==> config.mk <==
export PLATFORM = sky130hd
export DESIGN_NAME = eu_xbuf_in_arbiter
export DESIGN_NICKNAME = d
export VERILOG_FILES = /design/src/rtl/eu_xbuf_in_arbiter.sv
export SDC_FILE = /design/constraint.sdc
export NUM_CORES = 1
export LEC_CHECK = 0
export CAP_MARGIN = 0
export CELL_PAD_IN_SITES_DETAIL_PLACEMENT = 0
export CELL_PAD_IN_SITES_GLOBAL_PLACEMENT = 2
export CORE_MARGIN = 3
export CORE_UTILIZATION = 37
export CTS_CLUSTER_DIAMETER = 120
export DETAILED_ROUTE_END_ITERATION = 7
export PLACE_DENSITY_LB_ADDON = 0.3
export SLEW_MARGIN = 20
export SYNTH_ARGS = -nofsm -noshare
export SYNTH_HDL_FRONTEND = slang
export SYNTH_SLANG_ARGS = --single-unit
export TNS_END_PERCENT = 50
==> constraint.sdc <==
create_clock -name clk -period 17.5 [get_ports clk]
set_input_delay 2.625 -clock clk [delete_from_list [all_inputs] [get_ports clk]]
set_output_delay 2.625 -clock clk [all_outputs]
set_load 0.05 [all_outputs]
==> src/rtl/eu_xbuf_in_arbiter.sv <==
`default_nettype none
// =============================================================================
// eu_xbuf_in_arbiter: round-robin sharing of one xbuf write port among NUM_REQ
// producers, with bounded retry and forced backoff.            Rev 1.0
// =============================================================================
module eu_xbuf_in_arbiter #(
    parameter int NUM_REQ        = 4,
    parameter int RETRY_LIMIT    = 8,
    parameter int BACKOFF_CYCLES = 2,
    parameter int ADDR_W         = 16,
    parameter int DATA_W         = 32
) (
    input  logic                           clk,
    input  logic                           reset,
    input  logic [NUM_REQ-1:0]             req_valid_i,
    input  logic [NUM_REQ-1:0][ADDR_W-1:0] req_addr_i,
    input  logic [NUM_REQ-1:0][DATA_W-1:0] req_data_i,
    output logic [NUM_REQ-1:0]             req_ready_o,
    output logic [ADDR_W-1:0]              xbuf_in_addr_o,
    output logic [DATA_W-1:0]              xbuf_in_data_o,
    output logic                           xbuf_in_valid_o,
    input  logic                           xbuf_in_success_i,
    output logic [NUM_REQ-1:0]             grant_o,
    output logic                           backoff_o
);
    localparam int RW  = $clog2(NUM_REQ);
    localparam int RCW = $clog2(RETRY_LIMIT + 1);
    localparam int BCW = $clog2(BACKOFF_CYCLES + 1);

    localparam logic [RCW-1:0] RETRY_LAST = RCW'(RETRY_LIMIT - 1);
    localparam logic [BCW-1:0] BO_LAST    = BCW'(BACKOFF_CYCLES - 1);
    localparam logic [RW-1:0]  IDX_LAST   = RW'(NUM_REQ - 1);

    typedef enum logic [1:0] {
        ST_IDLE    = 2'd0,
        ST_ISSUE   = 2'd1,
        ST_BACKOFF = 2'd2
    } state_t;

    state_t                      state_q;
    logic [RW-1:0]               gidx_q;
    logic [RW-1:0]               ptr_q;
    logic [RCW-1:0]              retry_q;
    logic [BCW-1:0]              bo_q;
    logic                        valid_q;
    logic                        backoff_q;
    logic [NUM_REQ-1:0]          grant_q;
    logic [ADDR_W-1:0]           addr_q;
    logic [DATA_W-1:0]           data_q;

    logic [NUM_REQ-1:0]             slot_full_q;
    logic [NUM_REQ-1:0][ADDR_W-1:0] slot_addr_q;
    logic [NUM_REQ-1:0][DATA_W-1:0] slot_data_q;

    logic                        issue_ok;
    logic                        pick_vld;
    logic [RW-1:0]               pick_idx;
    logic [RW-1:0]               cand;
    logic [RW-1:0]               ptr_d;

    assign issue_ok = (state_q == ST_ISSUE) && xbuf_in_success_i;
    assign ptr_d    = (gidx_q == IDX_LAST) ? '0 : gidx_q + RW'(1);

    // Slot storage: a slot only reloads once it has been observed empty.
    always_ff @(posedge clk or posedge reset) begin
        if (reset) begin
            slot_full_q <= '0;
            slot_addr_q <= '0;
            slot_data_q <= '0;
        end else begin
            for (int i = 0; i < NUM_REQ; i++) begin
                if (req_valid_i[i] && !slot_full_q[i]) begin
                    slot_full_q[i] <= 1'b1;
                    slot_addr_q[i] <= req_addr_i[i];
                    slot_data_q[i] <= req_data_i[i];
                end else if (issue_ok && (gidx_q == RW'(i))) begin
                    slot_full_q[i] <= 1'b0;
                end
            end
        end
    end

    // First full slot at or above ptr, wrapping at NUM_REQ.
    always_comb begin
        pick_vld = 1'b0;
        pick_idx = '0;
        cand     = '0;
        for (int k = 0; k < NUM_REQ; k++) begin
            cand = (int'(ptr_q) + k >= NUM_REQ) ? RW'(int'(ptr_q) + k - NUM_REQ)
                                                : RW'(int'(ptr_q) + k);
            if (!pick_vld && slot_full_q[cand]) begin
                pick_vld = 1'b1;
                pick_idx = cand;
            end
        end
    end

    always_ff @(posedge clk or posedge reset) begin
        if (reset) begin
            state_q   <= ST_IDLE;
            gidx_q    <= '0;
            ptr_q     <= '0;
            retry_q   <= '0;
            bo_q      <= '0;
            valid_q   <= 1'b0;
            backoff_q <= 1'b0;
            grant_q   <= '0;
            addr_q    <= '0;
            data_q    <= '0;
        end else begin
            case (state_q)
                ST_IDLE: begin
                    if (pick_vld) begin
                        state_q <= ST_ISSUE;
                        gidx_q  <= pick_idx;
                        valid_q <= 1'b1;
                        grant_q <= NUM_REQ'(1) << pick_idx;
                        addr_q  <= slot_addr_q[pick_idx];
                        data_q  <= slot_data_q[pick_idx];
                    end
                end
                ST_ISSUE: begin
                    if (xbuf_in_success_i) begin
                        state_q <= ST_IDLE;
                        ptr_q   <= ptr_d;
                        retry_q <= '0;
                        valid_q <= 1'b0;
                        grant_q <= '0;
                    end else if (retry_q == RETRY_LAST) begin
                        // Give the port away; the slot stays full and loses priority.
                        state_q   <= ST_BACKOFF;
                        ptr_q     <= ptr_d;
                        retry_q   <= '0;
                        valid_q   <= 1'b0;
                        grant_q   <= '0;
                        backoff_q <= 1'b1;
                    end else begin
                        retry_q <= retry_q + RCW'(1);
                    end
                end
                ST_BACKOFF: begin
                    if (bo_q == BO_LAST) begin
                        state_q   <= ST_IDLE;
                        bo_q      <= '0;
                        backoff_q <= 1'b0;
                    end else begin
                        bo_q <= bo_q + BCW'(1);
                    end
                end
                default: state_q <= ST_IDLE;
            endcase
        end
    end

    assign req_ready_o     = ~slot_full_q;
    assign xbuf_in_valid_o = valid_q;
    assign xbuf_in_addr_o  = addr_q;
    assign xbuf_in_data_o  = data_q;
    assign grant_o         = grant_q;
    assign backoff_o       = backoff_q;

endmodule
`default_nettype wire

* Word-level counts from Yosys, hierarchy flattened
Index checks and enable logic that the tools add are counted.
Cells by class: divide/modulo/power cells 0, reduce and logical (&&, ||, !) cells 33, order comparisons 9, eq/ne operators 12, add/subtract/negate cells 10, mux-type cells 55, shifts and indexed selects 1, bitwise logic cells 1, multiply operators 0
Operators with widths (count):
- binary-select mux 32 bit (select 2 bit) | 1
- binary-select mux 16 bit (select 2 bit) | 1
- two-way mux 2 bit | 16
- two-way mux 32 bit | 1
- two-way mux 1 bit | 22
- two-way mux 4 bit | 5
- two-way mux 16 bit | 1
- less-than comparator 2 x 3 -> 1 bit (second input constant) | 5
- nonzero test 2 bit | 7
- logical AND 1 bit | 12
- greater-or-equal comparator 3 bit (second input constant) | 3
- binary-select mux 1 bit (select 2 bit) | 4
- case mux 4 bit (2 select lines) | 1
- subtractor 2 x 1 -> 2 bit (second input constant) | 4
- zero test 1 bit | 7
- adder 2 x 2 -> 3 bit (second input constant) | 2
- equality test 2 x 1 -> 1 bit (second input constant) | 3
- equality test 2 bit (second input constant) | 3
- inequality test 2 bit (second input constant) | 3
- case mux 2 bit (3 select lines) | 1
- AND reduction 3 bit | 2
- adder 2 x 1 -> 2 bit (second input constant) | 2
- adder 4 x 1 -> 4 bit (second input constant) | 1
- equality test 4 x 3 -> 1 bit (second input constant) | 1
- 10 further kinds | 13
Word-level totals: memory bits (read-only) 0, register bits after elaboration 262, output and inout bits 58, logic and storage cells 143, bits in writable memories 0, bits in latches 0, input bits 199, memories 0

* Depth between registers and ports, before layout
Gate-level depths: netlist of run 1.
depth in word-level cells 17, gate-level depth with buffers 8, gate-level depth less buffers 6

* Worst setup path after synthesis of run 1
OpenSTA, ideal clock, no wires.
path kind input port to flip-flop, start point input port req_valid_i[1], end point register slot_addr_q[27] (netlist bit), path buffers 2, cell stages on the path 4, path slack 13761 ps, required time 17375 ps, arrival 3614 ps, setup time 125 ps, cell sequence nor2b_1 > buf_2 > buf_2 > mux2_2
On the way: cells in the longest elaborated chain, start to end 1
Ends and longest elaborated chain:
- start, declared | RTL line 15 | input logic [NUM_REQ-1:0] req_valid_i,
- logical AND 1 bit | RTL line 72 | if (req_valid_i[i] && !slot_full_q[i]) begin
- end signal, assigned by index | RTL line 74 | slot_addr_q[i] <= req_addr_i[i];
- end, declared | RTL line 52 | logic [NUM_REQ-1:0][ADDR_W-1:0] slot_addr_q;
No other way between the ends. A chain may end at the register's enable or synchronous reset.

* Final worst setup path of run 1
start point register slot_full_q[0], end point output port req_ready_o[0]
On the way: cells in the longest elaborated chain, start to end 1
Ends and longest elaborated chain:
- start, declared | RTL line 51 | logic [NUM_REQ-1:0] slot_full_q;
- start signal, assigned | RTL line 67 | slot_full_q <= '0;
- start signal, assigned by index | RTL line 73 | slot_full_q[i] <= 1'b1;
- start signal, assigned by index | RTL line 77 | slot_full_q[i] <= 1'b0;
- NOT 4 bit | RTL line 155 | assign req_ready_o = ~slot_full_q;
- end, declared | RTL line 18 | output logic [NUM_REQ-1:0] req_ready_o,
No other way between the ends.

==> flow_summary.yaml, run 1 <==
routing:
  drtAntennaViolNets: 0
  vias_per_cell: 5.100
  remaining_drc_errors: 0
  wirelength_um: 32070
  first_pass_iters: 4
  drtIter0Drc: 335
  num_vias: 7681
  wl_per_cell_um: 21.30
synth:
  synth_flop_cell: "dfrtp_1"
  synth.distinct_cells: 46
  seq_area_frac_synth_pct: 56.80
  yosysWarnings: 0
  ys_seq_elements: 262
  synth_top_area_share_pct: 56.80
  synthArstFlopShare_pct: 100.0
  syn_area_per_cell_um2: 13.63
  synth.area.top_cells: "dfrtp_1, mux2_2, a221oi_2"
  synth_cells: 847
  syn_nets: 1051
  yosys.area.top_type: "dfrtp_1"
  syn-cell-area_mm2: 0.01154
  synth_edf_count: 0
clock_tree:
  htree_levels: 1
  clock_sinks: 262
  clk_path_buf_depth: 3
  postCtsResizedCells: 0
  path_clk_slew_ns: 0.06
  cts-root-buf: "clkbuf_16"
  cts_tree: "built"
  cts-hold-fix-buffers: 0
  postCtsSetupBuffers: 0
  numCtsBuffers: 29
  clk_latency_ns: 0.53
power_and_ir_drop:
  power.total_uw: 3186
  vdd_ir_drop_max_v: 0.0001147
  power_density_mw_per_mm2: 207.4
  p_leak_uw: 0.006310
timing:
  max_slew_margin_pct: 29.76
  tightestPinTransition_ns: 1.050
  finalHoldViolCount: 0
  fmaxAchievable_ghz: 0.2128
  final.min_clock_period_ns: 4.699
  hold_ws_ns: 0.4881
  drv_slew: 0
  finalCritPeriodShare_pct: 26.85
  clock_skew_ns: 0.005511
  timing.setup.tns_ns: 0
  rsz0062_at_grt: "false"
  setup_viol: 0
cells_and_area:
  layout_commonest_cell: "dfrtp_1"
  multiInputGateArea_mm2: 0.004688
  design_area_mm2: 0.01536
  area_growth_syn_to_layout_pct: 33.09
  final_cell_mix: "dfrtp_1, clkdlybuf4s50_1, mux2_2, nand2_1, nor2_1"
  ff_latch_area_mm2: 0.006556
  drive_gt1_share_pct: 32.01
  layout.cells.non_filler: 1506
  fillCellCount: 2732
  layout.nets: 1292
floorplanning:
  rows: 64
  start_util_pct: 37.63
  die_w_um: 182.6
  die_h_um: 182.6
  io_pins: 257
  coreArea_mm2: 0.03067
  design.die.area_mm2: 0.03335
placed_design:
  place_inst: 1453
  post-dp-hpwl_um: 19900
  portBuffers: 256
  placed_area_mm2: 0.01443
  gp_congestion: 0.7491
worst_hold_path:
  hp-class: "reg2reg"
status:
  status: "finished clean"
global_route:
  grt_pass1_vias: 8231
  grt_pass1_wl_um: 48870
  antenna_found_initial: 5
  grt_max_degree: 117
  gr-total-overflow: 0
  track_usage_pct: 18.83
worst_setup_path:
  cp_data_required_time_ns: 14.88
  endpoint_kind: "output pin"
  crit_type: "reg2out"
  path_max_fanout: 13
  crit_arrival_ns: 2.07
  ff2ff_setup_slack_ns: 14.67
  crit_path_start_kind: "flip-flop"
flow_run:
  max_cap_viol_count: 0
[state kept, by name, indices dropped and copies added, names as in the netlist]
register	flops
backoff_o	1
bo_q	2
gidx_q	2
grant_o	4
ptr_q	2
retry_q	4
slot_addr_q	64
slot_data_q	128
slot_full_q	4
state_q	2
xbuf_in_addr_o	16
xbuf_in_data_o	32
xbuf_in_valid_o	1
[synthesized netlist by cell type, types with 3 or more instances]
| cell | n |
|---|---|
| o21ai_0 | 10 |
| mux2_1 | 10 |
| buf_2 | 26 |
| nand2_1 | 59 |
| nand2b_1 | 3 |
| a221oi_2 | 39 |
| a22o_1 | 5 |
| inv_1 | 8 |
| a221oi_1 | 9 |
| buf_4 | 6 |
| nor2_1 | 53 |
| clkbuf_1 | 17 |
| dfrtp_1 | 262 |
| a21o_1 | 5 |
| nor2b_1 | 6 |
| nand3_1 | 5 |
| a21oi_2 | 9 |
| buf_6 | 7 |
| mux2_2 | 231 |
| ha_1 | 5 |
| a21oi_1 | 42 |
[critical path, cell delays in order (launching register included)]
cell and delay (ns):
dfrtp_1 0.58, inv_2 0.15, clkdlybuf4s50_1 0.81
[path summary, 6_finish.rpt]
path / startpoint / to / cells after the start
hold / removal: bo_q[0] / bo_q[0] / 1
max in group asynchronous: reset / slot_data_q[23] / 3
min in group asynchronous: reset / xbuf_in_addr_o[14] / 2
setup / recovery: slot_full_q[0] / req_ready_o[0] / 2
setup reg to reg: slot_full_q[0] / xbuf_in_data_o[20] / 6
hold reg to reg: bo_q[0] / bo_q[0] / 1
[metrics by stage]
stage	setup WS [ns]	utilization, %
6_report	12.80	50.09
5_1_grt	12.72	50.08
3_5_place_dp	12.66	47.05
4_1_cts	12.76	50.08
3_3_place_gp	12.67	47.05
2_1_floorplan	7.663	-
[report_power, final]
part | switching (uW) | leakage (uW) | internal (uW)
combinational | 825 | 0.00276 | 655
sequential | 199 | 0.00308 | 916
clock | 240 | 0.000461 | 351
total | 1260 | 0.00631 | 1920
[kinds of logic (layout without fill, tap and decap cells)]
family                   Yosys count  in the layout  synth area share, %
AO/OA/AOI/OAI                    133            133                10.67
XOR/XNOR                           2              2               0.1518
adder cells (fa/ha/maj)            5              5               0.5420
buffers and inverters             67            329                3.209
flip-flops                       262            262                56.80
multiplexers                     243            243                23.69
other                              0              1                    0
AND/OR/NAND/NOR                  135            135                4.943
[layer usage]
| metal | wire (um) | track usage [%] |
|---|---|---|
| met5 | 65 | 0 |
| met3 | 2530 | 5.840 |
| met2 | 14770 | 30.74 |
| met1 | 14060 | 25.03 |
| met4 | 646 | 3.534 |
[area by class of cell]
type | count | share of cell area, %
clock buffers | 44 | 5.612
well taps | 396 | 3.225
flip-flops and latches | 262 | 42.68
inverters | 10 | 0.2932
clock inverters | 8 | 0.4398
repair buffers | 267 | 17.22
multi-input cells | 518 | 30.52
diodes | 1 | 0.01629
Note: power is estimated with default switching activity, not from simulation.
==> run 2, diff against run 1 <==
- CORE_UTILIZATION: 37 -> 31
- clock period: 17.5 -> 3.86 ns (I/O delays scaled with it)
==> run 2 against run 1 <==
Critical path depth is the same. Wire length up 6.8%. Clock skew increased by 0.0071 ns. Sequential power grew to 4.6 times the previous value. Via count up 1.1%. Sequential share of layout area is 0.97 points lower. Final cell count rose by 5.8%. Clock-buffer cell count up 7. Combinational power rose to 4.6 times the previous value. Setup slack worse by 12 ns. Non-clock buffer count is 13 higher. Die area grew 19%. Critical path type unchanged.
==> flow_summary.yaml, run 2 (synthesized netlist as in run 1, its figures left out) <==
floorplanning:
  start_util_pct: 31.45
  rows: 70
  coreArea_mm2: 0.03670
  die_h_um: 199.0
  io_pins: 257
  die_w_um: 199.0
  design.die.area_mm2: 0.03959
power_and_ir_drop:
  power_density_mw_per_mm2: 940.8
  p_comb_share_pct: 46.5
  pwr-share-seq_pct: 34.3
  vdd_ir_drop_max_v: 0.0003623
  p_leak_uw: 0.006426
  p_int_uw: 8978
  p_sw_uw: 5811
  pwr-share-clk_pct: 19.2
  sw_frac_of_total_pct: 39.29
  power.total_uw: 14790
clock_tree:
  numCtsBuffers: 30
  clk_latency_ns: 0.55
  cts-hold-fix-buffers: 0
  cts_tree: "built"
  htree_levels: 1
  postCtsResizedCells: 0
  clk_path_buf_depth: 3
  clock_sinks: 262
  cts-root-buf: "clkbuf_16"
  postCtsSetupBuffers: 0
  path_clk_slew_ns: 0.06
timing:
  setup_ws_ns: 1.168
  tightestPinTransition_ns: 1.068
  clock_skew_ns: 0.01256
  finalCritPeriodShare_pct: 69.75
  max_slew_margin_pct: 28.55
  fmaxAchievable_ghz: 0.3714
  finalHoldViolCount: 0
  hold_ws_ns: 0.4853
  drv_slew: 0
  setup_viol: 0
  rsz0062_at_grt: "false"
  final.min_clock_period_ns: 2.692
cells_and_area:
  drive_gt1_share_pct: 32.32
  fillCellCount: 3389
  layout.nets: 1306
  layout_commonest_cell: "dfrtp_1"
  final_cell_mix: "dfrtp_1, clkdlybuf4s50_1, mux2_2, nand2_1, nor2_1"
  area_growth_syn_to_layout_pct: 36.20
  largest_register_ffs: 128
  regMostFlops: "slot_data_q"
global_route:
  track_usage_pct: 17.14
  gr-total-overflow: 0
  use_met1_pct: 23.57
  met2_usage_pct: 27.89
  grt_max_degree: 67
  grt_pass1_vias: 8406
  met3_usage_pct: 3.946
  antenna_found_initial: 4
  top_usage_layer: "met2"
  grt_pass1_wl_um: 52080
routing:
  drtAntennaViolNets: 0
  wl_per_cell_um: 21.50
  remaining_drc_errors: 0
  num_vias: 7769
  wirelength_um: 34250
  first_pass_iters: 6
  vias_per_cell: 4.877
  drtIter0Drc: 220
worst_setup_path:
  rr_startpoint: "slot_full_q[2]"
  crit_path_start_kind: "flip-flop"
  endpoint_kind: "output pin"
  startpoint: "slot_full_q[3]"
  cp_data_required_time_ns: 3.28
  path_max_fanout: 10
  crit_type: "reg2out"
  crit_arrival_ns: 2.11
placed_design:
  portBuffers: 256
  pre_cts_slack_ns: 1.086
  gp_congestion: 0.7489
  post-dp-hpwl_um: 23080
worst_hold_path:
  hp-class: "in2async"
status:
  status: "finished clean"
flow_run:
  max_cap_viol_count: 0
run 2: cell types whose count changed in the layout (fill, tap and decap cells not counted), sizes merged:
cell / change
buf: +13
bufinv: +1
clkbuf: +7
clkinv: -6
diode: +1
inv: -1
run 2: worst max-delay path, cell delays in order, from the launching register on:
cell	delay, ns
dfrtp_1	0.55
inv_1	0.19
clkdlybuf4s50_1	0.83
run 2: path summary, 6_finish.rpt:
| path | endpoint | slack [ns] | cells after the start |
|---|---|---|---|
| worst max-delay path | req_ready_o[3] | 1.17 | 2 |
| worst min-delay path | slot_addr_q[39] | 0.49 | 2 |
| worst max register to register | xbuf_in_data_o[26] | 1.40 | 5 |
| worst min register to register | xbuf_in_valid_o | 0.49 | 1 |
| max in group asynchronous | slot_data_q[29] | 2.44 | 4 |
| min in group clk | xbuf_in_valid_o | 0.49 | 1 |
run 2: through the flow:
stage / cells / area [um^2] / TNS, ns / util, %
final: 1593 / 15720 / 0 / 42.84
after global routing: 1592 / 15720 / 0 / 42.83
after CTS: 1590 / 15690 / 0 / 42.75
after detailed placement: 1537 / 14710 / 0 / 40.08
after global placement: 1537 / 14710 / 0 / 40.08
after floorplan: 847 / 11550 / -45.73 / -
run 2: layout make-up:
cell class,instances,area [um^2],area share [%]
diodes,2,5.005,0.03184
repair buffers,280,2863,18.21
clock inverters,2,60.06,0.3820
multi-input cells,518,4688,29.82
well taps,468,585.6,3.725
clock buffers,51,920.9,5.858
flip-flops and latches,262,6556,41.71
inverters,10,41.29,0.2627
run 2: power by group through the flow:
stage                     clock network, uW  registers [uW]  logic (uW)
after floorplan                           0            5770        4120
after global placement                    0            5110        6840
after detailed placement                  0            5110        6940
after CTS                              2920            5080        6960
after global routing                   3040            5250        7450
final                                  2840            5070        6880
run 2: layer usage:
metal  part of all wire (%)  wire (um)
met1                     46      15760
met2                     47      15940
met3                    5.8       1989
met4                    1.6        531
met5                  0.076         26
